<file path="src/rtl/lsu_pkg.sv">
// Shared encodings, FSM state type and request descriptor for the load/store unit.
package lsu_pkg;
  localparam logic [1:0] SZ_B = 2'd0;
  localparam logic [1:0] SZ_H = 2'd1;
  localparam logic [1:0] SZ_W = 2'd2;
  localparam logic [1:0] SZ_X = 2'd3;
  localparam int TIMEOUT_DEF = 15;

  typedef enum logic [1:0] {IDLE = 2'd0, ACCESS = 2'd1, RESP = 2'd2} state_t;

  typedef struct packed {
    logic       we;
    logic [1:0] size;
    logic       uns;
  } req_t;

  function automatic logic misaligned(input logic [1:0] size, input logic [1:0] lo);
    return ((size == SZ_H) && lo[0]) || ((size == SZ_W) && (lo != 2'b00));
  endfunction
endpackage

</file>
<file path="src/rtl/lsu_align.sv">
// Combinational byte-lane logic: byte enables, store lane placement, load extract/extend.
module lsu_align
  import lsu_pkg::*;
(
  input  logic [1:0]  addr_lo,
  input  logic [1:0]  size,
  input  logic        uns,
  input  logic [31:0] wdata,
  input  logic [31:0] rdata,
  output logic [3:0]  be,
  output logic [31:0] lane_wdata,
  output logic [31:0] load_data
);
  logic [4:0]  sh;
  logic [31:0] shifted;

  assign sh = {addr_lo, 3'b000};

  always_comb begin
    be         = '0;
    lane_wdata = wdata << sh;
    shifted    = rdata >> sh;
    load_data  = shifted;
    case (size)
      SZ_B: begin
        be        = 4'b0001 << addr_lo;
        load_data = {{24{~uns & shifted[7]}}, shifted[7:0]};
      end
      SZ_H: begin
        be        = 4'b0011 << addr_lo;
        load_data = {{16{~uns & shifted[15]}}, shifted[15:0]};
      end
      SZ_W: begin
        be         = 4'b1111;
        lane_wdata = wdata;
        load_data  = rdata;
      end
      default: ;
    endcase
  end
endmodule

</file>
<file path="src/rtl/load_store_unit.sv">
// Single-outstanding load/store unit with a bounded wait on mem_ready.
// Define LSU_MISALIGN_TRAP_EN to trap misaligned accesses instead of masking the address.
module load_store_unit
  import lsu_pkg::*;
#(
  parameter int ADDR_W  = 32,
  parameter int TIMEOUT = TIMEOUT_DEF
) (
  input  logic              clk,
  input  logic              reset,
  input  logic              req_valid,
  output logic              req_ready,
  input  logic              req_we,
  input  logic [1:0]        req_size,
  input  logic              req_unsigned,
  input  logic [ADDR_W-1:0] req_addr,
  input  logic [31:0]       req_wdata,
  output logic              rsp_valid,
  output logic [31:0]       rsp_rdata,
  output logic              rsp_err,
  output logic [ADDR_W-1:0] mem_addr,
  output logic [31:0]       mem_wdata,
  output logic [3:0]        mem_be,
  output logic              mem_rd,
  output logic              mem_wr,
  input  logic [31:0]       mem_rdata,
  input  logic              mem_ready
);
  localparam int CNT_W = (TIMEOUT < 1) ? 1 : $clog2(TIMEOUT + 1);

  state_t            state, state_nxt;
  req_t              req_q;
  logic [ADDR_W-1:0] addr_q, addr_eff;
  logic [31:0]       wdata_q, rdata_q;
  logic              err_q, rdy_q;
  logic [CNT_W-1:0]  cnt;
  logic              accept, bad_req, timeout;
  logic [1:0]        al_lo, al_size;
  logic [3:0]        al_be;
  logic [31:0]       al_wdata, al_load;

  assign accept  = req_valid && req_ready;
  assign timeout = (cnt == CNT_W'(TIMEOUT));

`ifdef LSU_MISALIGN_TRAP_EN
  assign bad_req  = (req_size == SZ_X) || misaligned(req_size, req_addr[1:0]);
  assign addr_eff = req_addr;
`else
  assign bad_req = (req_size == SZ_X);
  always_comb begin
    addr_eff = req_addr;
    if (req_size == SZ_H)      addr_eff[0]   = 1'b0;
    else if (req_size == SZ_W) addr_eff[1:0] = 2'b00;
  end
`endif

  // One aligner: fed by the live request in IDLE (to register lane-shifted store data),
  // by the registered request afterwards (byte enables, load extraction).
  assign al_lo   = (state == IDLE) ? addr_eff[1:0] : addr_q[1:0];
  assign al_size = (state == IDLE) ? req_size : req_q.size;

  lsu_align u_align (
    .addr_lo    (al_lo),
    .size       (al_size),
    .uns        (req_q.uns),
    .wdata      (req_wdata),
    .rdata      (rdata_q),
    .be         (al_be),
    .lane_wdata (al_wdata),
    .load_data  (al_load)
  );

  always_ff @(posedge clk or negedge reset) begin
    if (!reset) state <= IDLE;
    else        state <= state_nxt;
  end

  always_comb begin
    state_nxt = state;
    case (state)
      IDLE:    if (accept) state_nxt = bad_req ? RESP : ACCESS;
      ACCESS:  if (mem_ready || timeout) state_nxt = RESP;
      RESP:    state_nxt = IDLE;
      default: state_nxt = IDLE;
    endcase
  end

  always_comb begin
    req_ready = (state == IDLE) && rdy_q;
    mem_rd    = (state == ACCESS) && !req_q.we;
    mem_wr    = (state == ACCESS) && req_q.we;
    mem_be    = (state == ACCESS) ? al_be : 4'b0000;
    mem_addr  = (state == ACCESS) ? {addr_q[ADDR_W-1:2], 2'b00} : '0;
    mem_wdata = (state == ACCESS) ? wdata_q : '0;
    rsp_valid = (state == RESP);
    rsp_err   = (state == RESP) && err_q;
    rsp_rdata = ((state == RESP) && !err_q && !req_q.we) ? al_load : '0;
  end

  // rdy_q holds req_ready low until the first clock edge after reset release.
  always_ff @(posedge clk or negedge reset) begin
    if (!reset) begin
      rdy_q   <= 1'b0;
      req_q   <= '0;
      addr_q  <= '0;
      wdata_q <= '0;
      rdata_q <= '0;
      err_q   <= 1'b0;
      cnt     <= '0;
    end else begin
      rdy_q <= 1'b1;
      if (accept) begin
        req_q   <= '{we: req_we, size: req_size, uns: req_unsigned};
        addr_q  <= addr_eff;
        wdata_q <= al_wdata;
        err_q   <= bad_req;
        cnt     <= '0;
      end else if (state == ACCESS) begin
        if (mem_ready) begin
          rdata_q <= mem_rdata;
        end else begin
          cnt <= cnt + CNT_W'(1);
          if (timeout) err_q <= 1'b1;
        end
      end
    end
  end
endmodule

</file>
<file path="config.mk">
export PLATFORM = sky130hd
export DESIGN_NAME = load_store_unit
export DESIGN_NICKNAME = d
export VERILOG_FILES = /design/src/rtl/lsu_pkg.sv /design/src/rtl/lsu_align.sv /design/src/rtl/load_store_unit.sv
export SDC_FILE = /design/constraint.sdc
export NUM_CORES = 1
export LEC_CHECK = 0
export CAP_MARGIN = 20
export CORE_ASPECT_RATIO = 0.6
export CORE_MARGIN = 2
export CORE_UTILIZATION = 30
export DETAILED_ROUTE_END_ITERATION = 10
export SYNTH_ARGS = -nofsm -noshare
export SYNTH_HDL_FRONTEND = slang
export SYNTH_SLANG_ARGS = --single-unit
export TNS_END_PERCENT = 20
</file>
<file path="constraint.sdc">
create_clock -name clk -period 2.7 [get_ports clk]
set_input_delay 0.54 -clock clk [delete_from_list [all_inputs] [get_ports clk]]
set_output_delay 0.54 -clock clk [all_outputs]
set_load 0.1 [all_outputs]
</file>
---- Word level (Yosys, flattened, before mapping) ----
Index checks and enable logic that the tools add are counted.
word-level totals
  bits in registers ....................... 108
  input port bits ......................... 104
  output and inout bits ................... 105
  logic and storage cells ................. 71
operators by class
  add/subtract/negate cells ............... 1
  eq/ne operators ......................... 11
  shift-type cells ........................ 4
  mux-type cells .......................... 23
  bitwise logic cells ..................... 4
  reductions and logical operators ........ 18
operators with widths
  cell                                                   count
  2-to-1 mux 32 bit                                      4
  case mux 32 bit (3 select lines)                       1
  << shifter 32 x 5 -> 32 bit                            1
  >> shifter 32 x 5 -> 32 bit                            1
  2-to-1 mux 4 bit                                       4
  2-to-1 mux 2 bit                                       6
  case mux 4 bit (3 select lines)                        1
  == test 2 bit, second input constant                   4
  logical AND 1 bit                                      7
  == test 2 x 1 -> 1 bit, second input constant          3
  2-to-1 mux 1 bit                                       6
  AND reduction 3 bit                                    2
  adder 4 x 1 -> 4 bit, second input constant            1
  == test 4 bit, second input constant                   1
  zero test 2 bit                                        2
  inequality test 2 bit, second input constant           2
  case mux 2 bit (2 select lines)                        1
  AND reduction 2 bit                                    2
  nonzero test 2 bit                                     2
  << shifter 1 x 2 -> 4 bit, first input constant        1
  << shifter 2 x 2 -> 4 bit, first input constant        1
  AND 1 bit                                              2
  zero test 1 bit                                        2
  inequality test 2 x 1 -> 1 bit, second input constant  1
  other kinds (2)                                        3

---- Logic depth before layout (Yosys ltp) ----
  depth in word-level cells ............... 8
  gate-level depth with buffers ........... 9
  depth with buffers taken out ............ 5

---- Modules after synthesis ----
From an unflattened synthesis, not the netlist that was laid out.
second synthesis, totals
  cell total of the unflattened synthesis .. 775
  area total of the unflattened synthesis .. 6582.6 um^2
modules (own cells, without submodules)
  module           instances  cells each  area an instance (um^2)  seq. area each (um^2)
  load_store_unit  1          518         4919.7                   2702.6
  lsu_align        1          257         1662.8                   0.0

---- Worst setup path after synthesis ----
OpenSTA, ideal clock, no wires.
  kind .................................... input port to output port
  from .................................... input port req_size[0]
  to ...................................... output port rsp_rdata[30]
  data arrival time ....................... 4136 ps
  required time ........................... 2160 ps
  path slack .............................. -1976 ps
  cell stages on the path ................. 7
  buffers on the path ..................... 2
  path through ............................ buf_2 > nand2b_1 > a31o_2 > buf_2 > nand3_1 > nand4_2 > a311oi_1
between the ends
  longest elaborated chain between the ends .. 8
  elaborated cells between the ends (all ways) .. 15
  classes of those cells .................. eq/ne (4); shift (1); mux (7); bitwise (2); reduce/logical (1)
ends and longest elaborated chain
  element                               RTL line                          text
  start: declaration                    load_store_unit.sv:14             input logic [1:0] req_size,
  == test 2 bit                         load_store_unit.sv:53             else if (req_size == SZ_W) addr_eff[1:0] = 2'b00;
  2-to-1 mux 2 bit                      load_store_unit.sv:53
  2-to-1 mux 1 bit                      load_store_unit.sv:52             if (req_size == SZ_H) addr_eff[0] = 1'b0;
  2-to-1 mux 2 bit                      load_store_unit.sv:59             assign al_lo = (state == IDLE) ? addr_eff[1:0] : addr_q[1:0];
  >> shifter 32 x 5 -> 32 bit           lsu_align.sv:22                   shifted = rdata >> sh;
  AND 1 bit (on tied branches)          lsu_align.sv:31, lsu_align.sv:27
  case mux 32 bit (3 select lines) (*)  lsu_align.sv:24                   case (size)
  2-to-1 mux 32 bit (*)                 load_store_unit.sv:97             rsp_rdata = ((state == RESP) && !err_q && !req_q.we) ? al_load : '0;
  end: declaration                      load_store_unit.sv:19             output logic [31:0] rsp_rdata,
Mark *: on every way between the ends. The rest lies on a longest branch, timed or not.

---- Final worst setup path ----
  from .................................... register state[0]
  to ...................................... output port rsp_rdata[17]
between the ends
  longest elaborated chain between the ends .. 6
  elaborated cells between the ends (all ways) .. 14
  classes of those cells .................. eq/ne (3); shift (1); mux (4); bitwise (2); reduce/logical (4)
ends and longest elaborated chain
  element                           RTL line                                      text
  start: declaration                load_store_unit.sv:31                         state_t state, state_nxt;
  start signal: assignment          load_store_unit.sv:75                         else state <= state_nxt;
  zero test 2 bit                   load_store_unit.sv:59, load_store_unit.sv:60
  2-to-1 mux 2 bit                  load_store_unit.sv:59
  >> shifter 32 x 5 -> 32 bit       lsu_align.sv:22
  AND 1 bit (on tied branches)      lsu_align.sv:31, lsu_align.sv:27
  case mux 32 bit (3 select lines)  lsu_align.sv:24
  2-to-1 mux 32 bit (*)             load_store_unit.sv:97
Marked as above.

==> flow_metrics.py <==
metrics = {
    "status": {
        "outcome": "finished, violations left",
        "violations_in_the_final_reports": "setup timing",
    },
    "place": {
        "post-place-ws_ns": -0.696,
        "place.port_buffers": 206,
        "hpwlAfterDp_mm": 17.1,
        "detailed_place.area_sq_mm": 0.0105,
        "post-place-cells": 1208,
        "gp_congestion": 0.882,
    },
    "logic_synthesis": {
        "number_of_flops_mapped_to_enable_cells_by_yosys": 0,
        "synth_ff_type": "sky130_fd_sc_hd__dfrtp_1",
        "synth.yosys.seq_area_share_pct": 43.7,
        "ys_async_sr_fraction_pct": 100,
        "yosysWarnings": 0,
        "syn-cell-area_sq_mm": 0.00619,
        "post_synth.cell_area_avg_sq_um": 8.80,
        "yosys_register_bits": 108,
        "syn-instance-count": 703,
        "netlist-cell-type-count": 55,
    },
    "global_routing": {
        "grt_pass1_vias": 6285,
        "grt_antenna_before_repair": 2,
        "gr-total-overflow": 0,
        "pin_count_of_the_biggest_net_entering_global_routing": 59,
        "overall_global_routing_resource_usage_pct": 21.8,
        "grt_pass1_wl_mm": 36.3,
    },
    "cts": {
        "ctsHtreeMaxLevel": 3,
        "post_cts_hold_buffer_count": 0,
        "cts_max_path_buffers": 2,
        "tritoncts_clock_tree": "yes",
        "clkTransAtPathRegs_ns": 0.07,
        "root_buffer": "sky130_fd_sc_hd__clkbuf_16",
        "num_cts_buffers": 9,
        "cts.sink_count": 108,
        "clock_latency_on_the_worst_skew_pair_ns": 0.37,
    },
    "routing": {
        "wl_met1_mm": 11.5,
        "firstDrtPassIters": 6,
        "routed-wl-met3_mm": 2.00,
        "viasPerCell": 5.07,
        "wl_per_cell_microns": 18.9,
        "drt_iter0_markers": 369,
        "detailroute.wirelength.met2_mm": 9.75,
        "post-route-drc-count": 0,
        "drt-total-wl_mm": 23.5,
        "antenna_violating_nets_post_route": 0,
        "top_layer_used": "met4",
        "vias": 6287,
    },
    "final_layout": {
        "seq_area_sq_mm": 0.00270,
        "stdcell_count": 1239,
        "syn_to_final_growth_pct": 81.2,
        "fraction_of_final_layout_cells_with_drive_strength_greater_than_1_pct": 37.0,
        "post_route_utilization_pct": 55.7,
        "layout.nets": 1066,
        "final_cell_mix": "sky130_fd_sc_hd__nand2_1, sky130_fd_sc_hd__dfrtp_1, sky130_fd_sc_hd__buf_12, sky130_fd_sc_hd__clkdlybuf4s50_1, sky130_fd_sc_hd__buf_4",
        "area_of_the_multi_input_gates_sq_mm": 0.00394,
        "n_fill_cell": 1775,
        "final_cell_area_sq_mm": 0.0112,
        "layout.cells.most_common": "sky130_fd_sc_hd__nand2_1",
    },
    "setup_path": {
        "worst-r2r-setup-slack_ns": 0.21,
        "crit_required_ns": 2.16,
        "cp-startpoint": "state[0]$_DFFE_PN0P_",
        "r2r_path_start": "state[0]$_DFFE_PN0P_",
        "critPathMaxFanout": 9,
        "end_kind": "primary output",
        "category_of_the_critical_setup_timing_path": "flip-flop to primary output",
        "cp_data_arrival_time_ns": 2.68,
        "r2r-end": "wdata_q[28]$_DFFE_PN0P_",
        "worstRegToRegCells": 8,
        "critPathLaunchType": "flip-flop",
    },
    "die": {
        "fp.dieArea_sq_mm": 0.0218,
        "initial_core_util_pct": 30.7,
        "placement_rows": 40,
        "die_height_microns": 115,
        "ios": 209,
        "fp.coreArea_sq_mm": 0.0201,
        "die_width_microns": 189,
    },
    "sta": {
        "max_freq_ghz": 0.311,
        "tightest_slew_ns": 0.679,
        "report.final.setup_viol": 49,
        "timing.max_slew.rel_slack_pct": 54.6,
        "final_min_period_over_clock_period_pct": 119,
        "timing_hold_violations_final": 0,
        "fin_crit_ns": 3.22,
        "grt_setup_unrepaired": "true",
        "timing.final.ws_setup_ns": -0.518,
        "setup_total_negative_slack_ns": -14.09,
        "hold-worst-slack_ns": 0.0724,
        "clock_skews_ns": 0.00583,
        "final-max-slew-violation-count": 0,
    },
    "job": {
        "cap_viol_max_count": 0,
    },
    "power": {
        "report.power.total_mw": 9.82,
        "cellLeakagePower_nw": 4.62,
        "worst_ir_drop_vdd_mv": 0.402,
        "power-per-cell-area_mw_per_mm2": 876,
    },
    "worst_hold_path": {
        "min-delay-path-class": "input port to async pin",
    },
}
-- worst max-delay path, stage by stage (launching register included) --
cell and delay, ns:
sky130_fd_sc_hd__dfrtp_1 0.39, sky130_fd_sc_hd__or2_0 0.23, sky130_fd_sc_hd__buf_6 0.16, sky130_fd_sc_hd__buf_4 0.16
sky130_fd_sc_hd__a31oi_4 0.25, sky130_fd_sc_hd__a31oi_2 0.11, sky130_fd_sc_hd__o41ai_4 0.41, sky130_fd_sc_hd__buf_4 0.18
sky130_fd_sc_hd__buf_12 0.15, sky130_fd_sc_hd__a21oi_4 0.08, sky130_fd_sc_hd__buf_12 0.18
-- metal layers --
layer | vias to the layer above | global-route usage [%]
met4 | 0 | 4.29
met3 | 17 | 7.51
met5 | - | 0
li1 | 2966 | -
met2 | 224 | 30.2
met1 | 3080 | 32.6
-- cell families (layout without fill, tap and decap cells) --
group / count (synthesis) / after routing / share of synthesized area, %
buffers and inverters: 57 / 318 / 4.07
flip-flops: 108 / 108 / 43.7
other: 2 / 4 / 0.121
multiplexers: 57 / 57 / 10.5
AO/OA/AOI/OAI: 155 / 155 / 16.2
XOR/XNOR: 5 / 5 / 0.829
adder cells (fa/ha/maj): 1 / 1 / 0.202
AND/OR/NAND/NOR: 318 / 318 / 24.4
-- where the power goes --
group	total, mW	internal (mW)	leakage [nW]	switching [mW]
sequential	2.81	2.26	1.30	0.547
clock	1.36	0.735	0.144	0.627
combinational	5.65	2.32	3.17	3.33
-- cells in the mapped netlist (all sizes together), types with 4 or more instances --
cell type	instances	area (sq um)
a32oi	4	35.0
nor3	13	70.1
dfrtp	108	2700
o22ai	14	87.6
nor2	45	176
and3	5	31.3
a31oi	9	62.6
a21o	8	60.1
mux2	54	608
buf	26	135
clkbuf	28	105
a21oi	45	229
o21ai	40	204
nand3	38	190
nand2b	4	25.0
a221oi	8	70.1
nand2	135	507
a211oi	10	75.1
and2	66	413
-- how the worst max path moves through the flow --
stage                     cells past startpoint             to  slack [ns]
final                                        10  rsp_rdata[17]       -0.52
after global routing                         10  rsp_rdata[19]       -0.58
after CTS                                    10  rsp_rdata[17]       -0.45
after detailed placement                      9  rsp_rdata[31]       -0.70
after global placement                        9  rsp_rdata[31]       -0.68
after floorplan                               7  rsp_rdata[30]       -0.55
-- state kept, by name (all words and copies together) (netlist names) --
name and flops:
state 2, req_q 4, wdata_q 32, rdata_q 32, addr_q 32, rdy_q 1
err_q 1, cnt 4
-- cell type report --
| class | instances | share of cell area, % |
|---|---|---|
| multi-input combinational | 539 | 35.1 |
| sequential | 108 | 24.1 |
| clock inverter | 5 | 0.469 |
| timing repair buffer | 300 | 35.0 |
| antenna | 1 | 0.0223 |
| tap | 273 | 3.05 |
| inverter | 3 | 0.100 |
| clock buffer | 10 | 2.13 |
-- what timing repair did --
action,CTS,global route
cloned,1,0
gates resized for setup,69,11
pin swaps,21,1
buffers inserted,12,3
endpoints found under the setup margin,36,83
(Power assumes the default switching activity.)
